`src/rtl/doraemon_pkg.sv`:
```
// Shared types and constants for the door-slot scheduler.
// Holds the slot/weight records, the FSM encoding and the per-slot score helper.
package doraemon_pkg;

  localparam int SLOTS   = 5;
  localparam int TOTAL   = 6000;
  localparam int ID_W    = 5;
  localparam int SC_W    = 8;
  localparam int WT_W    = 3;
  localparam int SCORE_W = 13;
  localparam int CNT_W   = 13;
  localparam int IDX_W   = 3;
  localparam int RES_W   = 8;

  localparam int DOOR_HI = 7;
  localparam int DOOR_LO = 5;
  localparam int RID_HI  = 4;
  localparam int RID_LO  = 0;

  typedef enum logic [2:0] {FILL, WAIT, CALC, EMIT, DONE} state_t;

  typedef struct packed {
    logic [ID_W-1:0] id;
    logic [SC_W-1:0] size;
    logic [SC_W-1:0] iq;
    logic [SC_W-1:0] eq;
  } slot_t;

  typedef struct packed {
    logic [WT_W-1:0] sw;
    logic [WT_W-1:0] iw;
    logic [WT_W-1:0] ew;
  } wts_t;

  // Widest case is 3*7*255 = 5355, which still fits SCORE_W bits.
  function automatic logic [SCORE_W-1:0] slot_score(input slot_t s, input wts_t w);
    return SCORE_W'(w.sw) * SCORE_W'(s.size)
         + SCORE_W'(w.iw) * SCORE_W'(s.iq)
         + SCORE_W'(w.ew) * SCORE_W'(s.eq);
  endfunction

endpackage

```
`src/rtl/doraemon_sched_if.sv`:
```
// Arrival and result handshakes of the door-slot scheduler.
// master = arrival source plus result sink; slave = the scheduler.
interface doraemon_sched_if;
  import doraemon_pkg::*;

  logic              in_valid;
  logic              in_ready;
  logic [ID_W-1:0]   doraemon_id;
  logic [SC_W-1:0]   size;
  logic [SC_W-1:0]   iq_score;
  logic [SC_W-1:0]   eq_score;
  logic [WT_W-1:0]   size_weight;
  logic [WT_W-1:0]   iq_weight;
  logic [WT_W-1:0]   eq_weight;
  logic              res_valid;
  logic              res_ready;
  logic [RES_W-1:0]  res_data;
  logic              done;

  modport master (
    output in_valid, doraemon_id, size, iq_score, eq_score,
           size_weight, iq_weight, eq_weight, res_ready,
    input  in_ready, res_valid, res_data, done
  );

  modport slave (
    input  in_valid, doraemon_id, size, iq_score, eq_score,
           size_weight, iq_weight, eq_weight, res_ready,
    output in_ready, res_valid, res_data, done
  );

endinterface

```
`src/rtl/doraemon_argmax.sv`:
```
// Combinational weighted-score argmax over the door slots; zero latency.
// No backpressure; ties resolve to the lowest slot index (strict > only moves forward).
module doraemon_argmax
  import doraemon_pkg::*;
(
  input  slot_t [SLOTS-1:0] slots,
  input  wts_t              wts,
  output logic [IDX_W-1:0]  winner
);

  logic [SCORE_W-1:0] best;
  logic [SCORE_W-1:0] sc;

  always_comb begin
    winner = '0;
    best   = slot_score(slots[0], wts);
    sc     = '0;
    for (int i = 1; i < SLOTS; i++) begin
      sc = slot_score(slots[i], wts);
      if (sc > best) begin
        best   = sc;
        winner = IDX_W'(i);
      end
    end
  end

endmodule

```
`src/rtl/doraemon_sched.sv`:
```
// Door-slot scheduler: fills SLOTS doors, then evicts the best-scoring door per arrival.
// Token valid one cycle after a post-fill accept; in_ready held low until res_ready takes it.
module doraemon_sched
  import doraemon_pkg::*;
#(
  parameter int TOTAL_N = TOTAL
)
(
  input  logic            clk,
  input  logic            rst,
  doraemon_sched_if.slave bus
);

  state_t              state, state_n;
  slot_t [SLOTS-1:0]   slots;
  slot_t               pend;
  wts_t                pend_wts;
  logic [CNT_W-1:0]    arr_cnt;
  logic [IDX_W-1:0]    fill_idx;
  logic [IDX_W-1:0]    winner;
  logic                in_ready_q;
  logic                res_valid_q;
  logic                done_q;
  logic [RES_W-1:0]    res_q;
  logic                accept;
  slot_t               arrival;
  wts_t                arr_wts;

  assign accept  = bus.in_valid && in_ready_q;
  assign arrival = '{id: bus.doraemon_id, size: bus.size, iq: bus.iq_score, eq: bus.eq_score};
  assign arr_wts = '{sw: bus.size_weight, iw: bus.iq_weight, ew: bus.eq_weight};

  assign bus.in_ready  = in_ready_q;
  assign bus.res_valid = res_valid_q;
  assign bus.res_data  = res_q;
  assign bus.done      = done_q;

  doraemon_argmax u_argmax (
    .slots  (slots),
    .wts    (pend_wts),
    .winner (winner)
  );

  always_comb begin
    state_n = state;
    unique case (state)
      FILL:    if (accept && fill_idx == IDX_W'(SLOTS - 1)) state_n = WAIT;
      WAIT:    if (accept) state_n = CALC;
      CALC:    state_n = EMIT;
      EMIT:    if (bus.res_ready) state_n = (arr_cnt == CNT_W'(TOTAL_N)) ? DONE : WAIT;
      DONE:    state_n = DONE;
      default: state_n = FILL;
    endcase
  end

  // Handshake outputs are registered from the next state so they flip on the same edge.
  always_ff @(posedge clk or posedge rst) begin
    if (rst) begin
      state       <= FILL;
      slots       <= '0;
      pend        <= '0;
      pend_wts    <= '0;
      arr_cnt     <= '0;
      fill_idx    <= '0;
      in_ready_q  <= 1'b0;
      res_valid_q <= 1'b0;
      done_q      <= 1'b0;
      res_q       <= '0;
    end else begin
      state       <= state_n;
      in_ready_q  <= (state_n == FILL) || (state_n == WAIT);
      res_valid_q <= (state_n == EMIT);
      done_q      <= (state_n == DONE);

      if (accept) arr_cnt <= arr_cnt + CNT_W'(1);

      if (accept && state == FILL) begin
        slots[fill_idx] <= arrival;
        fill_idx        <= fill_idx + IDX_W'(1);
      end

      if (accept && state == WAIT) begin
        pend     <= arrival;
        pend_wts <= arr_wts;
      end

      if (state == CALC) begin
        res_q[DOOR_HI:DOOR_LO] <= winner;
        res_q[RID_HI:RID_LO]   <= slots[winner].id;
        slots[winner]          <= pend;
      end
    end
  end

endmodule

```
`src/flat_wrapper.sv`:
```
// flat-port wrapper written by rule: the top's interface ports become plain ports
module doraemon_sched_flat import doraemon_pkg::*;
#(
  parameter int TOTAL_N = TOTAL
)
  (clk, rst, bus_in_valid, bus_doraemon_id, bus_size, bus_iq_score, bus_eq_score, bus_size_weight, bus_iq_weight, bus_eq_weight, bus_res_ready, bus_in_ready, bus_res_valid, bus_res_data, bus_done);
  doraemon_sched_if bus_i ();
  input  logic clk;
  input  logic rst;
  input wire logic [$bits(bus_i.in_valid)-1:0] bus_in_valid;
  input wire logic [$bits(bus_i.doraemon_id)-1:0] bus_doraemon_id;
  input wire logic [$bits(bus_i.size)-1:0] bus_size;
  input wire logic [$bits(bus_i.iq_score)-1:0] bus_iq_score;
  input wire logic [$bits(bus_i.eq_score)-1:0] bus_eq_score;
  input wire logic [$bits(bus_i.size_weight)-1:0] bus_size_weight;
  input wire logic [$bits(bus_i.iq_weight)-1:0] bus_iq_weight;
  input wire logic [$bits(bus_i.eq_weight)-1:0] bus_eq_weight;
  input wire logic [$bits(bus_i.res_ready)-1:0] bus_res_ready;
  output wire logic [$bits(bus_i.in_ready)-1:0] bus_in_ready;
  output wire logic [$bits(bus_i.res_valid)-1:0] bus_res_valid;
  output wire logic [$bits(bus_i.res_data)-1:0] bus_res_data;
  output wire logic [$bits(bus_i.done)-1:0] bus_done;
  assign bus_i.in_valid = bus_in_valid;
  assign bus_i.doraemon_id = bus_doraemon_id;
  assign bus_i.size = bus_size;
  assign bus_i.iq_score = bus_iq_score;
  assign bus_i.eq_score = bus_eq_score;
  assign bus_i.size_weight = bus_size_weight;
  assign bus_i.iq_weight = bus_iq_weight;
  assign bus_i.eq_weight = bus_eq_weight;
  assign bus_i.res_ready = bus_res_ready;
  assign bus_in_ready = bus_i.in_ready;
  assign bus_res_valid = bus_i.res_valid;
  assign bus_res_data = bus_i.res_data;
  assign bus_done = bus_i.done;
  doraemon_sched #(.TOTAL_N(TOTAL_N)) u_core (.clk(clk), .rst(rst), .bus(bus_i));
endmodule
```
`config.mk`:
```
export PLATFORM = sky130hd
export DESIGN_NAME = doraemon_sched_flat
export DESIGN_NICKNAME = d
export VERILOG_FILES = /design/src/rtl/doraemon_pkg.sv /design/src/rtl/doraemon_sched_if.sv /design/src/rtl/doraemon_argmax.sv /design/src/rtl/doraemon_sched.sv /design/src/flat_wrapper.sv
export SDC_FILE = /design/constraint.sdc
export NUM_CORES = 1
export LEC_CHECK = 0
export ABC_AREA = 1
export ABC_CLOCK_PERIOD_IN_PS = 17100
export BUFFER_PORTS_ARGS = -buffer_cell sky130_fd_sc_hd__buf_4
export CAP_MARGIN = 20
export CELL_PAD_IN_SITES_DETAIL_PLACEMENT = 2
export CELL_PAD_IN_SITES_GLOBAL_PLACEMENT = 2
export CORE_MARGIN = 2
export CORE_UTILIZATION = 43
export CTS_CLUSTER_SIZE = 30
export DETAILED_ROUTE_END_ITERATION = 16
export GPL_ROUTABILITY_DRIVEN = 0
export PLACE_DENSITY = 0.87
export SETUP_SLACK_MARGIN = 0.02
export SLEW_MARGIN = 10
export SYNTH_ARGS = -nofsm -noshare
export SYNTH_HDL_FRONTEND = slang
export SYNTH_SLANG_ARGS = --single-unit
```
`constraint.sdc`:
```
create_clock -name clk -period 17.1 [get_ports clk]
set_input_delay 0.855 -clock clk [delete_from_list [all_inputs] [get_ports clk]]
set_output_delay 0.855 -clock clk [all_outputs]
set_load 0.02 [all_outputs]
```
Word-level counts from Yosys, hierarchy flattened
Index checks and enable logic that the tools add are counted.

word-level totals
  word-level logic and storage cells = 109
  input port bits = 42
  bits in registers = 213
  output and inout port bits = 11

cells by class
  equality and inequality tests = 9
  order comparisons = 8
  add/sub/neg operators = 12
  muxes and demuxes = 22
  reduce and logical (&&, ||, !) cells = 9
  multiply operators = 15

operator list
  kind                   count
  $bwmux 145             2
  $mux 145               2
  $demux 29 s3           2
  $mul 3x8->11           15
  $bmux 29 s3            1
  $mux 29                3
  $add 12x11->13         5
  $add 11x11->12         5
  $gt 13x13->1           4
  $mux 13                3
  $mux 3                 7
  $pmux 3 s5             1
  $add 13x1->13 const B  1
  $eq 13x13->1 const B   1
  $eq 3x2->1 const B     3
  $eq 3x3->1 const B     3
  $lt 3x4->1 const B     2
  $eq 3x1->1 const B     2
  $ge 3x1->1 const B     2
  $logic_and 1x1->1      6
  $logic_not 3->1        2
  $add 3x1->3 const B    1
  $logic_or 1x1->1       1
  $mux 1                 1

Logic depth before layout (Yosys ltp)
  depth in word-level cells = 17
  gate-level depth with buffers = 71
  mapped depth without buffers = 65

By module
Synthesis repeated with hierarchy kept, for this count alone.

second synthesis, totals
  cells, all modules = 3652
  area total of the unflattened synthesis = 25406.9 um^2

by module, submodules not included
  module           cells an instance  instances  seq. area each (um^2)  area each (um^2)
  doraemon_argmax  1857               1          0.0                    13245.2
  doraemon_sched   1795               1          5330.1                 12161.7

Worst setup path after synthesis
Ideal clock, no wire load.

  path kind = reg2reg
  start point = register u_core.pend_wts[6] (netlist name)
  end point = register u_core.slots[67] (netlist name)
  path buffers = 6
  data arrival time = 9581 ps
  period minus slack after synthesis = 9664 ps
  setup time = 83 ps
  data required time = 17017 ps
  stages on the path, launching flop included = 67
  slack = 7436 ps
  cell sequence = dfrtp_1 clkbuf_1 nand2_1 fa_1 inv_1 fa_1 fa_1 inv_1 fa_1 inv_1 ha_1 a21oi_1 inv_1 nand2_1 nand3_1 a21oi_1 inv_1 nand2_1 (+31 left out) nand2_4 buf_1 inv_1 nand2_1 nand2_1 ha_1 nand4_1 nor3_1 nand4_1 nand2_4 nand2_2 inv_2 nand2_2 nor2_4 buf_6 buf_6 nand2_1 o21ai_0

between the ends
  cells in the longest elaborated chain, start to end = 17
  elaborated cells on any way between the ends = 33
  those cells by class = 10 x add/sub; 5 x mul; 6 x order compare; 11 x mux; 1 x reduce/logical

RTL lines
  element                                                                RTL line               RTL
  from (decl)                                                            doraemon_sched.sv:17   wts_t pend_wts;
  from (signal assigned)                                                 doraemon_sched.sv:84   pend_wts <= arr_wts;
  $mul 3x8->11                                                           doraemon_pkg.sv:37     return SCORE_W'(w.sw) * SCORE_W'(s.size)
  $add 11x11->12                                                         doraemon_pkg.sv:38     + SCORE_W'(w.iw) * SCORE_W'(s.iq)
  $add 12x11->13                                                         doraemon_pkg.sv:39     + SCORE_W'(w.ew) * SCORE_W'(s.eq);
  $gt 13x13->1                                                           doraemon_argmax.sv:20  if (sc > best) begin
  $mux 13                                                                doraemon_argmax.sv:20
  $gt 13x13->1                                                           doraemon_argmax.sv:20
  $mux 13                                                                doraemon_argmax.sv:20
  $gt 13x13->1                                                           doraemon_argmax.sv:20
  $mux 13                                                                doraemon_argmax.sv:20
  $gt 13x13->1                                                           doraemon_argmax.sv:20
  $mux 3 (*)                                                             doraemon_argmax.sv:20
  $lt 3x4->1 (not written as such) / $ge 3x1->1 (equally long branches)  doraemon_sched.sv:90   slots[winner] <= pend;
  $logic_and 1x1->1 (not written as such)                                doraemon_sched.sv:90
  $mux 29 (not written as such)                                          doraemon_sched.sv:90
  $demux 29 s3 (*)                                                       -
  $bwmux 145 (*)                                                         doraemon_sched.sv:90
  $mux 145 (*)                                                           doraemon_sched.sv:87   if (state == CALC) begin

Every way passes the cells marked *; elsewhere a longest branch is shown, timed or not.
A chain may end at the register's enable or synchronous reset.

Worst setup path in the final report
  start point = register u_core.pend_wts[0] (netlist name)
  end point = register u_core.slots[74] (netlist name)

between the ends
  cells in the longest elaborated chain, start to end = 16
  elaborated cells on any way between the ends = 28
  those cells by class = 5 x add/sub; 5 x mul; 6 x order compare; 11 x mux; 1 x reduce/logical

RTL lines
  element                                                                RTL line
  $mul 3x8->11                                                           doraemon_pkg.sv:39
  $add 12x11->13                                                         doraemon_pkg.sv:39
  $gt 13x13->1                                                           doraemon_argmax.sv:20
  $mux 13                                                                doraemon_argmax.sv:20
  $gt 13x13->1                                                           doraemon_argmax.sv:20
  $mux 13                                                                doraemon_argmax.sv:20
  $gt 13x13->1                                                           doraemon_argmax.sv:20
  $mux 13                                                                doraemon_argmax.sv:20
  $gt 13x13->1                                                           doraemon_argmax.sv:20
  $mux 3 (*)                                                             doraemon_argmax.sv:20
  $lt 3x4->1 (not written as such) / $ge 3x1->1 (equally long branches)  doraemon_sched.sv:90
  $logic_and 1x1->1 (not written as such)                                doraemon_sched.sv:90
  $mux 29 (not written as such)                                          doraemon_sched.sv:90
  $demux 29 s3 (*)                                                       -
  $bwmux 145 (*)                                                         doraemon_sched.sv:90
  $mux 145 (*)                                                           doraemon_sched.sv:87

Marked as above.

==> results.txt <==
Run status -> finished, final reports clean
Core ar. -> 51,600 sq um
Post-CTS Resized -> 0
Initial antenna violation count -> 10
Synth cell types -> 47
Yosys reg bits -> 213
Crit. End Element -> register
Hold Vio Cnt, Final -> 0
FF-to-FF Start -> u_core.pend_wts[0]$_DFFE_PP0P_
Yosys warning count -> 0
Post-CTS Hold Fix Bufs -> 0
Clock root buffer -> clkbuf_16
Critical path arrival -> 14.78 ns
Critical path's most frequent cell -> nand2_1
Max frequency -> 69.6 MHz
Register area share after synthesis -> 23.6%
Mapped Nets -> 3,304
Cell taking the most area after synthesis -> dfrtp_1
Grt ovf -> 0
Syn avg cell area -> 7.93 sq um
CTS Buffer Depth -> 3
Port bufs -> 52
Crit Reg-Reg Endpoint -> u_core.slots[74]$_DFF_PP0_
WL/cell -> 36.8 microns
First-pass GRT wire length -> 167 mm
Worst Path Required -> 17.50 ns
Final setup TNS -> 0 ns
Critical path type -> register to register
Via count -> 23,000
Post-synthesis cell count -> 2,846
Max Slew Vio Count -> 0
Max_slew headroom -> 32.0%
Num rows -> 83
Final Core Density -> 47.2%
Reg-to-reg slack, setup -> 2.72 ns
DRC viols -> 0
RSZ-0062 raised after global routing -> false
Number of clock sinks -> 213
I/O pin cnt -> 53
Startpoint types -> register
Initial core utilization -> 43.7%
Worst R2R Path Depth -> 60
Vias in the first global route -> 25,600
Top post-synthesis cells by area -> dfrtp_1 (24%), fa_1 (23%), nand2_1 (13%), inv_1 (11%), ha_1 (8.7%)
Full die area -> 54,300 sq um
Area Overhead vs Synth -> 7.85%
Drt pass-1 iters -> 6
Via density per instance -> 6.48
Die Span Y -> 233 microns
Yosys top cell area share -> 23.6%
Max FO, Critical Path -> 36
Layout cells sized above 1 -> 5.55%
Syn Std Cell Area -> 22,600 sq um
Die Wd -> 233 microns
Ys async rst share -> 100%
Setup Slack @ Placement -> 4.11 ns
Detailed Route WL -> 131 mm
Crit path capture -> u_core.slots[74]$_DFF_PP0_
Crit path launch -> u_core.pend_wts[0]$_DFFE_PP0P_
Setup Buffers After CTS -> 0
Worst setup margin -> 2.72 ns
Post-synth EDFFs -> 0
Synth cell count leaders -> nand2_1 (768), inv_1 (638), fa_1 (260), dfrtp_1 (213), o21ai_0 (184)
Register clock-pin slew on the reported worst setup and hold paths -> 0.09 ns
Placed instance area -> 23,500 sq um
Fillers -> 5,706
DP Wirelength -> 72.0 mm
Largest net degree at the start of global routing -> 94
1st-iter DRT viols -> 2,342
Tmin final -> 14.38 ns
CTS Buf Count -> 25
Fin crit share -> 84.1%
Final instance area -> 24,300 sq um
Fin Clk Skew -> 0.0242 ns
Count leader, synth -> nand2_1
Max-cap viol count -> 0
Final setup violating endpoints -> 0
Slowest Stage Delay on Critical Path -> 0.70 ns
HP Class -> primary input to asynchronous set/reset pin
Worst slew pin tran -> 1.02 ns
Final ANT Viol Nets -> 0
Top_reg_cell synth -> dfrtp_1
CTS tree -> built
Slowest stage cell, crit path -> dfrtp_1
Htree depth -> 1
Total Nets Final -> 3,303
Total GRT Usage -> 42.1%
Later-pin clock latency in the skew report -> 0.60 ns
## cells in the final DEF, fill, tap and decap left out, types with 7 or more instances in the layout
cell type | netlist | final
a21oi_1 | 110 | 110
buf_4 | 5 | 72
clkbuf_1 | 64 | 7
clkbuf_16 | 0 | 25
dfrtp_1 | 213 | 213
fa_1 | 260 | 260
ha_1 | 156 | 156
inv_1 | 638 | 637
mux2_2 | 9 | 9
mux2i_1 | 82 | 82
nand2_1 | 768 | 766
nand2_2 | 10 | 11
nand3_1 | 47 | 45
nand4_1 | 14 | 14
nor2_1 | 93 | 92
o21ai_0 | 184 | 184
o21ai_1 | 53 | 53
xnor2_1 | 16 | 16
xor2_1 | 33 | 33
## metal layers
metal / share of wire (%) / up-vias / global-route usage [%]
li1: - / 8590 / -
met1: 34 / 11500 / 46.0
met2: 46 / 1914 / 72.8
met3: 9.1 / 982 / 7.76
met4: 11 / 8 / 31.3
met5: 0.036 / - / 0
## worst max-delay path: cells and delay by family, from the launching register on
family,cells,cell delay (ns)
simple gates,32,4.93
fa+ha+maj,10,4.32
compound gates,7,1.62
flops,1,0.70
buf+inv,11,2.47
## sequential cells by signal (all words and copies together) (netlist names)
| register | count |
|---|---|
| u_core.bus.res_data | 8 |
| u_core.pend_wts | 9 |
| u_core.pend | 29 |
| u_core.bus.done | 1 |
| u_core.bus.res_valid | 1 |
| u_core.arr_cnt | 13 |
| u_core.fill_idx | 3 |
| u_core.slots | 145 |
| u_core.state | 3 |
| u_core.bus.in_ready | 1 |
## area by class of cell
class	count	area, sq um	share of cell area, %
tap	680	851	3.50
timing repair buffer	74	581	2.39
clock inverter	7	43.8	0.180
sequential	213	5330	21.9
multi-input combinational	1890	14400	59.1
antenna	4	10.0	0.0411
inverter	641	2410	9.92
clock buffer	38	734	3.02
## worst min-delay path by stage
stage                                        from                                  to  slack, ns  cells after the start
3_5_place_dp   u_core.bus.res_data[0]$_DFFE_PP0P_  u_core.bus.res_data[0]$_DFFE_PP0P_       0.48                      2
6_report                                      rst          u_core.slots[40]$_DFF_PP0_       0.38                      2
3_3_place_gp   u_core.bus.res_data[2]$_DFFE_PP0P_  u_core.bus.res_data[2]$_DFFE_PP0P_       0.47                      2
2_1_floorplan      u_core.arr_cnt[11]$_DFFE_PP0P_      u_core.arr_cnt[11]$_DFFE_PP0P_       0.45                      1
5_1_grt                                       rst          u_core.slots[40]$_DFF_PP0_       0.46                      2
4_1_cts                                       rst          u_core.slots[40]$_DFF_PP0_       0.40                      2
## logic make-up after synthesis
group | share of synthesized area [%]
compound gates | 8.59
xor+xnor | 1.90
fa+ha+maj | 31.7
buf+inv | 12.9
flops | 23.6
mux | 4.09
simple gates | 17.2
## metrics by stage
step                      hold slack, ns  cells
after global routing               0.457   3544
after detailed placement           0.477   3496
after global placement             0.468   3496
final                              0.376   3547
after floorplan                    0.455   2846
after CTS                          0.404   3541
Power is not shown: default switching activity piles up to over one toggle a cycle in this logic, so the estimate is an artifact.
